File: config.mk
export PLATFORM = sky130hd
export DESIGN_NAME = alu_mul_seq
export DESIGN_NICKNAME = d
export VERILOG_FILES = /design/src/rtl/alu_mul_seq_pkg.sv /design/src/rtl/alu_mul_seq.sv
export SDC_FILE = /design/constraint.sdc
export NUM_CORES = 1
export LEC_CHECK = 0
export ABC_AREA = 1
export CAP_MARGIN = 20
export CORE_ASPECT_RATIO = 0.5
export CORE_MARGIN = 2
export CORE_UTILIZATION = 46
export DETAILED_ROUTE_END_ITERATION = 12
export GPL_ROUTABILITY_DRIVEN = 0
export PLACE_DENSITY = 0.81
export SYNTH_ARGS = -nofsm -noshare
export SYNTH_HDL_FRONTEND = slang
export SYNTH_SLANG_ARGS = --single-unit
File: constraint.sdc
create_clock -name clk -period 2.49 [get_ports clk]
set_clock_uncertainty 0.15 [all_clocks]
set_input_delay 0.249 -clock clk [delete_from_list [all_inputs] [get_ports clk]]
set_output_delay 0.249 -clock clk [all_outputs]
set_load 0.01 [all_outputs]
File: src/rtl/alu_mul_seq_pkg.sv
// Shared constants for the sequential shift-add multiplier: operand width,
// ALU op codes understood by the external ALU, and the FSM state encoding.
package alu_mul_seq_pkg;

    localparam int MUL_DATA_WIDTH = 32;

    localparam logic [2:0] OP_AND = 3'b000;
    localparam logic [2:0] OP_OR  = 3'b001;
    localparam logic [2:0] OP_ADD = 3'b010;
    localparam logic [2:0] OP_SUB = 3'b110;
    localparam logic [2:0] OP_SLT = 3'b111;

    localparam logic [1:0] ST_IDLE = 2'd0;
    localparam logic [1:0] ST_CALC = 2'd1;
    localparam logic [1:0] ST_DONE = 2'd2;

endpackage

File: src/rtl/alu_mul_seq.sv
// Multi-cycle unsigned multiplier driving an external ALU with one ADD per cycle
// in a shift-add loop; product is presented on a valid/ready response port.
module alu_mul_seq
    import alu_mul_seq_pkg::*;
#(
    parameter int         DATA_WIDTH = MUL_DATA_WIDTH,
    parameter logic [2:0] ALUOP_ADD  = OP_ADD
) (
    input  logic                  clk,
    input  logic                  rst,
    input  logic                  req_valid,
    output logic                  req_ready,
    input  logic [DATA_WIDTH-1:0] req_a,
    input  logic [DATA_WIDTH-1:0] req_b,
    output logic                  resp_valid,
    input  logic                  resp_ready,
    output logic [DATA_WIDTH-1:0] resp_hi,
    output logic [DATA_WIDTH-1:0] resp_lo,
    output logic [DATA_WIDTH-1:0] alu_A,
    output logic [DATA_WIDTH-1:0] alu_B,
    output logic [2:0]            alu_op,
    input  logic [DATA_WIDTH-1:0] alu_result,
    input  logic                  alu_carryout
);

    localparam int CNT_W = $clog2(DATA_WIDTH);
    localparam logic [CNT_W-1:0] CNT_LAST = CNT_W'(DATA_WIDTH - 1);

    logic [1:0]            state_reg;
    logic [CNT_W-1:0]      cnt_reg;
    logic [DATA_WIDTH-1:0] mcand_reg;
    logic [DATA_WIDTH-1:0] p_hi_reg;
    logic [DATA_WIDTH-1:0] p_lo_reg;
    logic [DATA_WIDTH-1:0] res_hi_reg;
    logic [DATA_WIDTH-1:0] res_lo_reg;

    logic                  calc;
    logic [DATA_WIDTH-1:0] p_hi_next;
    logic [DATA_WIDTH-1:0] p_lo_next;

    assign calc       = (state_reg == ST_CALC);
    assign req_ready  = (state_reg == ST_IDLE);
    assign resp_valid = (state_reg == ST_DONE);
    assign resp_hi    = res_hi_reg;
    assign resp_lo    = res_lo_reg;

    // ALU operands are forced to zero outside CALC so the shared ALU sees a quiet bus.
    assign alu_op = ALUOP_ADD;
    assign alu_A  = calc ? p_hi_reg : '0;

    genvar gi;
    generate
        for (gi = 0; gi < DATA_WIDTH; gi++) begin : g_alu_b
            assign alu_B[gi] = mcand_reg[gi] & p_lo_reg[0] & calc;
        end
    endgenerate

    // Partial sum plus carry shifts right by one, consuming one multiplier bit.
    assign {p_hi_next, p_lo_next} = {alu_carryout, alu_result, p_lo_reg[DATA_WIDTH-1:1]};

    always_ff @(posedge clk) begin
        if (rst) begin
            state_reg  <= ST_IDLE;
            cnt_reg    <= '0;
            mcand_reg  <= '0;
            p_hi_reg   <= '0;
            p_lo_reg   <= '0;
            res_hi_reg <= '0;
            res_lo_reg <= '0;
        end else begin
            case (state_reg)
                ST_IDLE: begin
                    if (req_valid) begin
                        mcand_reg <= req_a;
                        p_hi_reg  <= '0;
                        p_lo_reg  <= req_b;
                        cnt_reg   <= '0;
                        state_reg <= ST_CALC;
                    end
                end
                ST_CALC: begin
                    p_hi_reg <= p_hi_next;
                    p_lo_reg <= p_lo_next;
                    cnt_reg  <= cnt_reg + 1'b1;
                    if (cnt_reg == CNT_LAST) begin
                        res_hi_reg <= p_hi_next;
                        res_lo_reg <= p_lo_next;
                        state_reg  <= ST_DONE;
                    end
                end
                ST_DONE: begin
                    if (resp_ready) begin
                        state_reg <= ST_IDLE;
                    end
                end
                default: state_reg <= ST_IDLE;
            endcase
        end
    end

endmodule

==> key figures, run 1 <==
Power and ir drop
  – Internal power: 4.61 mW
  – Worst vdd ir: 0.000426 V
  – Psw: 1.61 mW
  – Clk pwr share: 0.423
  – Comb power frac: 0.115
  – Sw Ratio: 0.259
  – Sequential power share: 0.462
  – P per Cell Area: 634 nW/µm²
  – Leakage power: 3.60 nW

Worst setup path
  – Crit path DAT: 1.94 ns
  – Crit-path slowest cell: clkdlybuf4s50_1
  – Critical Path RT: 2.09 ns
  – Worst-path cell chain: inv_2 -> nand2_8 -> buf_4 -> nor2_1 -> clkdlybuf4s50_1
  – Worst-path fanout max: 21
  – Crit path launch type: flip-flop
  – Cell family with most CP delay: buffers and inverters
  – CP bufs+invs: 3
  – Critical path class: reg2out
  – CP max stage delay: 0.55 ns
  – Critical path capture point type: primary output

Floorplan
  – Height of the chip: 90.2 µm
  – Num ports: 234
  – FP Rows: 31
  – Initial Util: 0.471
  – Die width: 176 µm
  – Core area: 14500 µm²
  – Total die area: 15900 µm²

Timing
  – Final hold violation count: 0
  – Final setup violation count: 0
  – Max Freq: 428 MHz
  – Setup TNS: 0 ns
  – Slew @ Worst Pin: 0.940 ns
  – Max Transition Viols Final: 0
  – Relative slew slack: 0.373
  – RSZ-0062 raised after global routing: no
  – Fin crit share: 0.939
  – Fin crit period: 2.34 ns

Detailed routing
  – Routed WL: 20100 µm
  – DRT Pass-1 Iters: 5
  – Via count: 7044
  – Routed Antenna Nets: 0
  – Initial DRC Count: 548
  – DRC violations left: 0
  – Wire per inst: 14.4 µm
  – Via density: 5.06

Cells and area
  – Nets: 1283
  – Commonest cells after routing, fill and taps aside: nand2_1 (263), clkdlybuf4s50_1 (229), nor2_1 (195)
  – Finished Layout Cells: 1391
  – # diodes: 0
  – Share of layout cells above drive strength 1: 0.0478
  – Commonest non-fill, non-tap cell in the layout: nand2_1
  – Layout overhead on the synthesized area: 43.5%

Logic synthesis
  – Synth unique cells: 20
  – Synth Warn #: 0
  – Flops & latches, synth: 167
  – Register area share after synthesis: 0.489
  – Cells after Synth: 992
  – Avg Cell Area, Syn: 6.89 µm²
  – Netlist Area Pre-Place: 6830 µm²

Global routing
  – Initial antenna violation count: 0
  – Number of global-route vias before repair: 6653
  – Largest net degree at the start of global routing: 69
  – Global Route Usage Sum: 0.251
  – GR Overflow Total: 0
  – Wire length of the first global-routing pass: 32600 µm

Placement
  – PortBufs: 230
  – Placed insts: 1359
  – Placed wire-length estimate: 13500 µm

Hold path
  – Hold WC Path Type: in2reg

Clocking
  – Post-CTS setup buffers: 0
  – CTS root buffer: clkbuf_16
  – Clk sink count: 167
  – Worst-Skew Late Latency: 0.42 ns
  – Max H-tree Level: 4
  – Total CTS buffers: 17
  – Longest Clk Path Bufs: 2
  – TritonCTS clock tree: done
  – Clk slew on worst S/H paths: 0.07 ns

Job
  – # Max-Cap Violations: 0

Status
  – Status: completed
## per-stage QoR
stage          hold WS, ns  power [mW]  worst slack [ns]  utilization  area (µm²)
2_1_floorplan        0.246        3.31             0.711            -        6840
3_3_place_gp         0.299        3.61             0.462        0.635        9210
3_5_place_dp         0.302        3.63             0.381        0.635        9210
4_1_cts            0.00869        6.23            0.0294        0.676        9800
5_1_grt             0.0247        6.46            0.0516        0.676        9810
6_report            0.0218        6.22             0.153        0.676        9810
## cell type report
class | count | area [µm²]
Multi-Input combinational cell | 705 | 3000
Clock inverter | 11 | 113
Sequential cell | 167 | 3340
Tap cell | 198 | 248
Inverter | 42 | 159
Timing Repair Buffer | 247 | 2460
Clock buffer | 21 | 480
Fill cell | 1198 | 4700
## power groups by stage
stage / Sequential (mW) / Clock [mW] / Combinational (mW)
finish: 2.87 / 2.63 / 0.716
global route: 2.88 / 2.78 / 0.793
CTS: 2.87 / 2.65 / 0.713
detailed placement: 2.93 / 0 / 0.705
global placement: 2.92 / 0 / 0.692
floorplan: 2.90 / 0 / 0.410
## cells in the mapped netlist
master | instances | area (µm²)
buf_2 | 23 | 115
o21ai_2 | 1 | 8.76
a21oi_1 | 102 | 510
inv_1 | 41 | 154
dfxtp_1 | 167 | 3340
nor2_1 | 195 | 732
conb_1 | 2 | 7.51
buf_4 | 8 | 60.1
nand2_2 | 1 | 6.26
nor3_1 | 1 | 5.00
ha_1 | 2 | 25.0
inv_2 | 1 | 3.75
nand3_1 | 66 | 330
nand2_1 | 264 | 991
buf_1 | 5 | 18.8
o21a_1 | 1 | 7.51
clkbuf_1 | 42 | 158
buf_6 | 1 | 11.3
nand4_1 | 1 | 6.26
o21ai_0 | 68 | 340
## layer usage
metal,GRT usage,vias to the layer above,share of wire
met5,0,-,0
met4,0.103,0,0.030
met3,0.0372,49,0.045
met2,0.431,235,0.49
met1,0.315,3264,0.43
li1,-,3496,-
## logic make-up (layout without fill, tap and decap cells)
kind of cell | count (synthesis) | after routing | share of synthesized area
AOI/OAI and AO/OA | 172 | 172 | 0.127
DFF | 167 | 167 | 0.489
and+or+nand+nor | 528 | 528 | 0.303
adders and majority gates | 2 | 2 | 0.00366
buffers and inverters | 121 | 321 | 0.0762
other | 2 | 3 | 0.00110
## timing repair
action | 4_1_cts | 5_1_grt
setup endpoints to repair | 0 | 22
hold buffers | 0 | 0
gates resized for setup | 0 | 3
## final timing paths
kind,start,end,slack [ns],depth (start not counted)
worst min-delay path,rst,resp_lo[16],0.02,2
worst max-delay path,state_reg[1],alu_A[28],0.15,5
worst max register to register,cnt_reg[0],resp_hi[26],0.37,7
worst min register to register,p_hi_reg[25],p_hi_reg[25],0.31,2
Power figures use the tool's default switching activity.
==> inputs of run 2 (changes only) <==
--- a/config.mk
+++ b/config.mk
@@ -13,6 +13,7 @@
 export DETAILED_ROUTE_END_ITERATION = 12
 export GPL_ROUTABILITY_DRIVEN = 0
 export PLACE_DENSITY = 0.81
+export SETUP_SLACK_MARGIN = 0.05
 export SYNTH_ARGS = -nofsm -noshare
 export SYNTH_HDL_FRONTEND = slang
 export SYNTH_SLANG_ARGS = --single-unit
==> key figures, run 2 (same netlist as run 1, synthesis figures left out) <==
Worst setup path
  – Critical path capture point type: primary output (unchanged)
  – Worst R2R End: resp_hi[26] (unchanged)
  – Critical Path RT: 2.09 ns (about the same)
  – Critical path class: reg2out (unchanged)
  – Crit path DAT: 1.91 ns (was 1.94 ns)
  – Worst-path cell chain: inv_2 -> nand2_4 -> buf_6 -> nor2_1 -> clkdlybuf4s50_1 (was inv_2 -> nand2_8 -> buf_4 -> nor2_1 -> clkdlybuf4s50_1)
  – Worst reg2reg startpoint: cnt_reg[0] (unchanged)
  – CP max stage delay: 0.55 ns (about the same)
  – Cell family with most CP delay: buffers and inverters (unchanged)
  – Worst-path fanout max: 21 (unchanged)
  – CP bufs+invs: 3 (unchanged)
  – Worst r2r path cells: 7 (unchanged)
  – Crit path launch type: flip-flop (unchanged)
  – Flop2flop setup slack: 0.37 ns (about the same)
  – Crit-path slowest cell: clkdlybuf4s50_1 (unchanged)

Global routing
  – Wire length of the first global-routing pass: 32800 µm (was 32600 µm)
  – Largest net degree at the start of global routing: 69 (unchanged)
  – Initial antenna violation count: 0 (unchanged)
  – Number of global-route vias before repair: 6678 (was 6653)
  – Global Route Usage Sum: 0.253 (was 0.251)
  – GR Overflow Total: 0 (unchanged)

Clocking
  – Worst-Skew Late Latency: 0.42 ns (about the same)
  – TritonCTS clock tree: done (unchanged)
  – Longest Clk Path Bufs: 2 (unchanged)
  – Post-CTS setup buffers: 0 (unchanged)
  – Clk sink count: 167 (unchanged)
  – Max H-tree Level: 4 (unchanged)
  – Clk slew on worst S/H paths: 0.07 ns (about the same)
  – Total CTS buffers: 17 (unchanged)
  – CTS root buffer: clkbuf_16 (unchanged)

Detailed routing
  – Via count: 7089 (was 7044)
  – Routed WL: 20200 µm (was 20100 µm)
  – DRC violations left: 0 (unchanged)
  – Initial DRC Count: 584 (was 548)
  – Routed Antenna Nets: 0 (unchanged)
  – Wire per inst: 14.5 µm (was 14.4 µm)
  – DRT Pass-1 Iters: 5 (unchanged)
  – Via density: 5.09 (was 5.06)

Floorplan
  – Initial Util: 0.471 (unchanged)
  – Core area: 14500 µm² (unchanged)
  – FP Rows: 31 (unchanged)
  – Height of the chip: 90.2 µm (unchanged)
  – Die width: 176 µm (unchanged)
  – Num ports: 234 (unchanged)
  – Total die area: 15900 µm² (unchanged)

Cells and area
  – Commonest non-fill, non-tap cell in the layout: nand2_1 (unchanged)
  – Share of layout cells above drive strength 1: 0.0486 (was 0.0478)
  – Fin util: 0.676 (about the same)
  – Nets: 1284 (was 1283)
  – Layout overhead on the synthesized area: 43.6% (was 43.5%)
  – Commonest cells after routing, fill and taps aside: nand2_1 (263), clkdlybuf4s50_1 (229), nor2_1 (195) (unchanged)
  – # diodes: 0 (unchanged)

Hold path
  – Hold Path Stages: 2 (unchanged)
  – Hold path start: rst (unchanged)
  – Hold WC Path Type: in2reg (unchanged)
  – Hold endpoint: resp_lo[16] (unchanged)

Power and ir drop
  – Tot Pwr: 6.21 mW (was 6.22 mW)
  – Leakage power: 3.60 nW (about the same)
  – P per Cell Area: 633 nW/µm² (was 634 nW/µm²)
  – Worst vdd ir: 0.000427 V (was 0.000426 V)

Timing
  – Worst setup margin: 0.180 ns (was 0.153 ns)
  – Max Transition Viols Final: 0 (unchanged)
  – Final setup violation count: 0 (unchanged)
  – Fin crit share: 0.928 (was 0.939)
  – Relative slew slack: 0.384 (was 0.373)
  – Max Freq: 433 MHz (was 428 MHz)
  – Fin crit period: 2.31 ns (was 2.34 ns)
  – Setup TNS: 0 ns (unchanged)
  – RSZ-0062 raised after global routing: no (unchanged)
  – Final hold violation count: 0 (unchanged)
  – Slew @ Worst Pin: 0.923 ns (was 0.940 ns)

Placement
  – PortBufs: 230 (unchanged)
  – Pre-CTS setup slack: 0.381 ns (unchanged)
  – Placed wire-length estimate: 13500 µm (unchanged)

Status
  – Status: completed (unchanged)

Job
  – # Max-Cap Violations: 0 (unchanged)
## run 2: cell types whose count changed in the layout (fill, tap and decap cells not counted)
| cell | delta |
|---|---|
| nand2_4 | +1 |
| buf_4 | -1 |
| buf_6 | +1 |
| nand2_2 | +1 |
| nand2_8 | -1 |
## run 2: per-stage QoR
step                std cells  instance area (µm²)  hold slack, ns
finish                   1392                 9810          0.0211
global route             1392                 9810          0.0247
CTS                      1392                 9810         0.00869
detailed placement       1359                 9210           0.302
global placement         1359                 9210           0.299
floorplan                 993                 6840           0.246
## run 2: cell type report
type	count	area, µm²
fillers	1197	4700
flip-flops and latches	167	3340
multi-input cells	706	3000
repair buffers	247	2470
clock buffers	21	480
well taps	198	248
inverters	42	159
clock inverters	11	113
## run 2: worst reg2reg max path, stage by stage (launching register included)
cell	delay (ns)
dfxtp_1	0.40
ha_1	0.18
inv_1	0.06
nor3_1	0.14
ha_2	0.38
buf_4	0.39
nand3_1	0.18
a21oi_1	0.16
## run 2: report_power, final
group	switching [mW]	internal [mW]
clock network	1.12	1.50
logic	0.402	0.315
registers	0.0791	2.79
## run 2: layer usage
| layer | global-route usage | vias to the layer above | wire length, µm |
|---|---|---|---|
| met5 | 0 | - | 0 |
| met4 | 0.103 | 0 | 555 |
| met1 | 0.318 | 3301 | 8640 |
| met2 | 0.434 | 244 | 10000 |
| li1 | - | 3502 | - |
| met3 | 0.0372 | 42 | 1010 |
## run 2: what timing repair did
item / in CTS / in global routing
endpoints found under the setup margin: 5 / 3
hold buffers: 0 / 0
gates cloned: 1 / 0
gates resized for setup: 2 / 1
pin swaps: 1 / 0
## run 2: worst max path at each step
stage | to | from | cells after the start
global route | alu_A[28] | state_reg[1] | 5
detailed placement | resp_hi[26] | cnt_reg[0] | 7
global placement | resp_hi[4] | cnt_reg[0] | 7
floorplan | resp_hi[0] | cnt_reg[0] | 8
CTS | alu_A[28] | state_reg[1] | 5
finish | alu_A[28] | state_reg[1] | 5
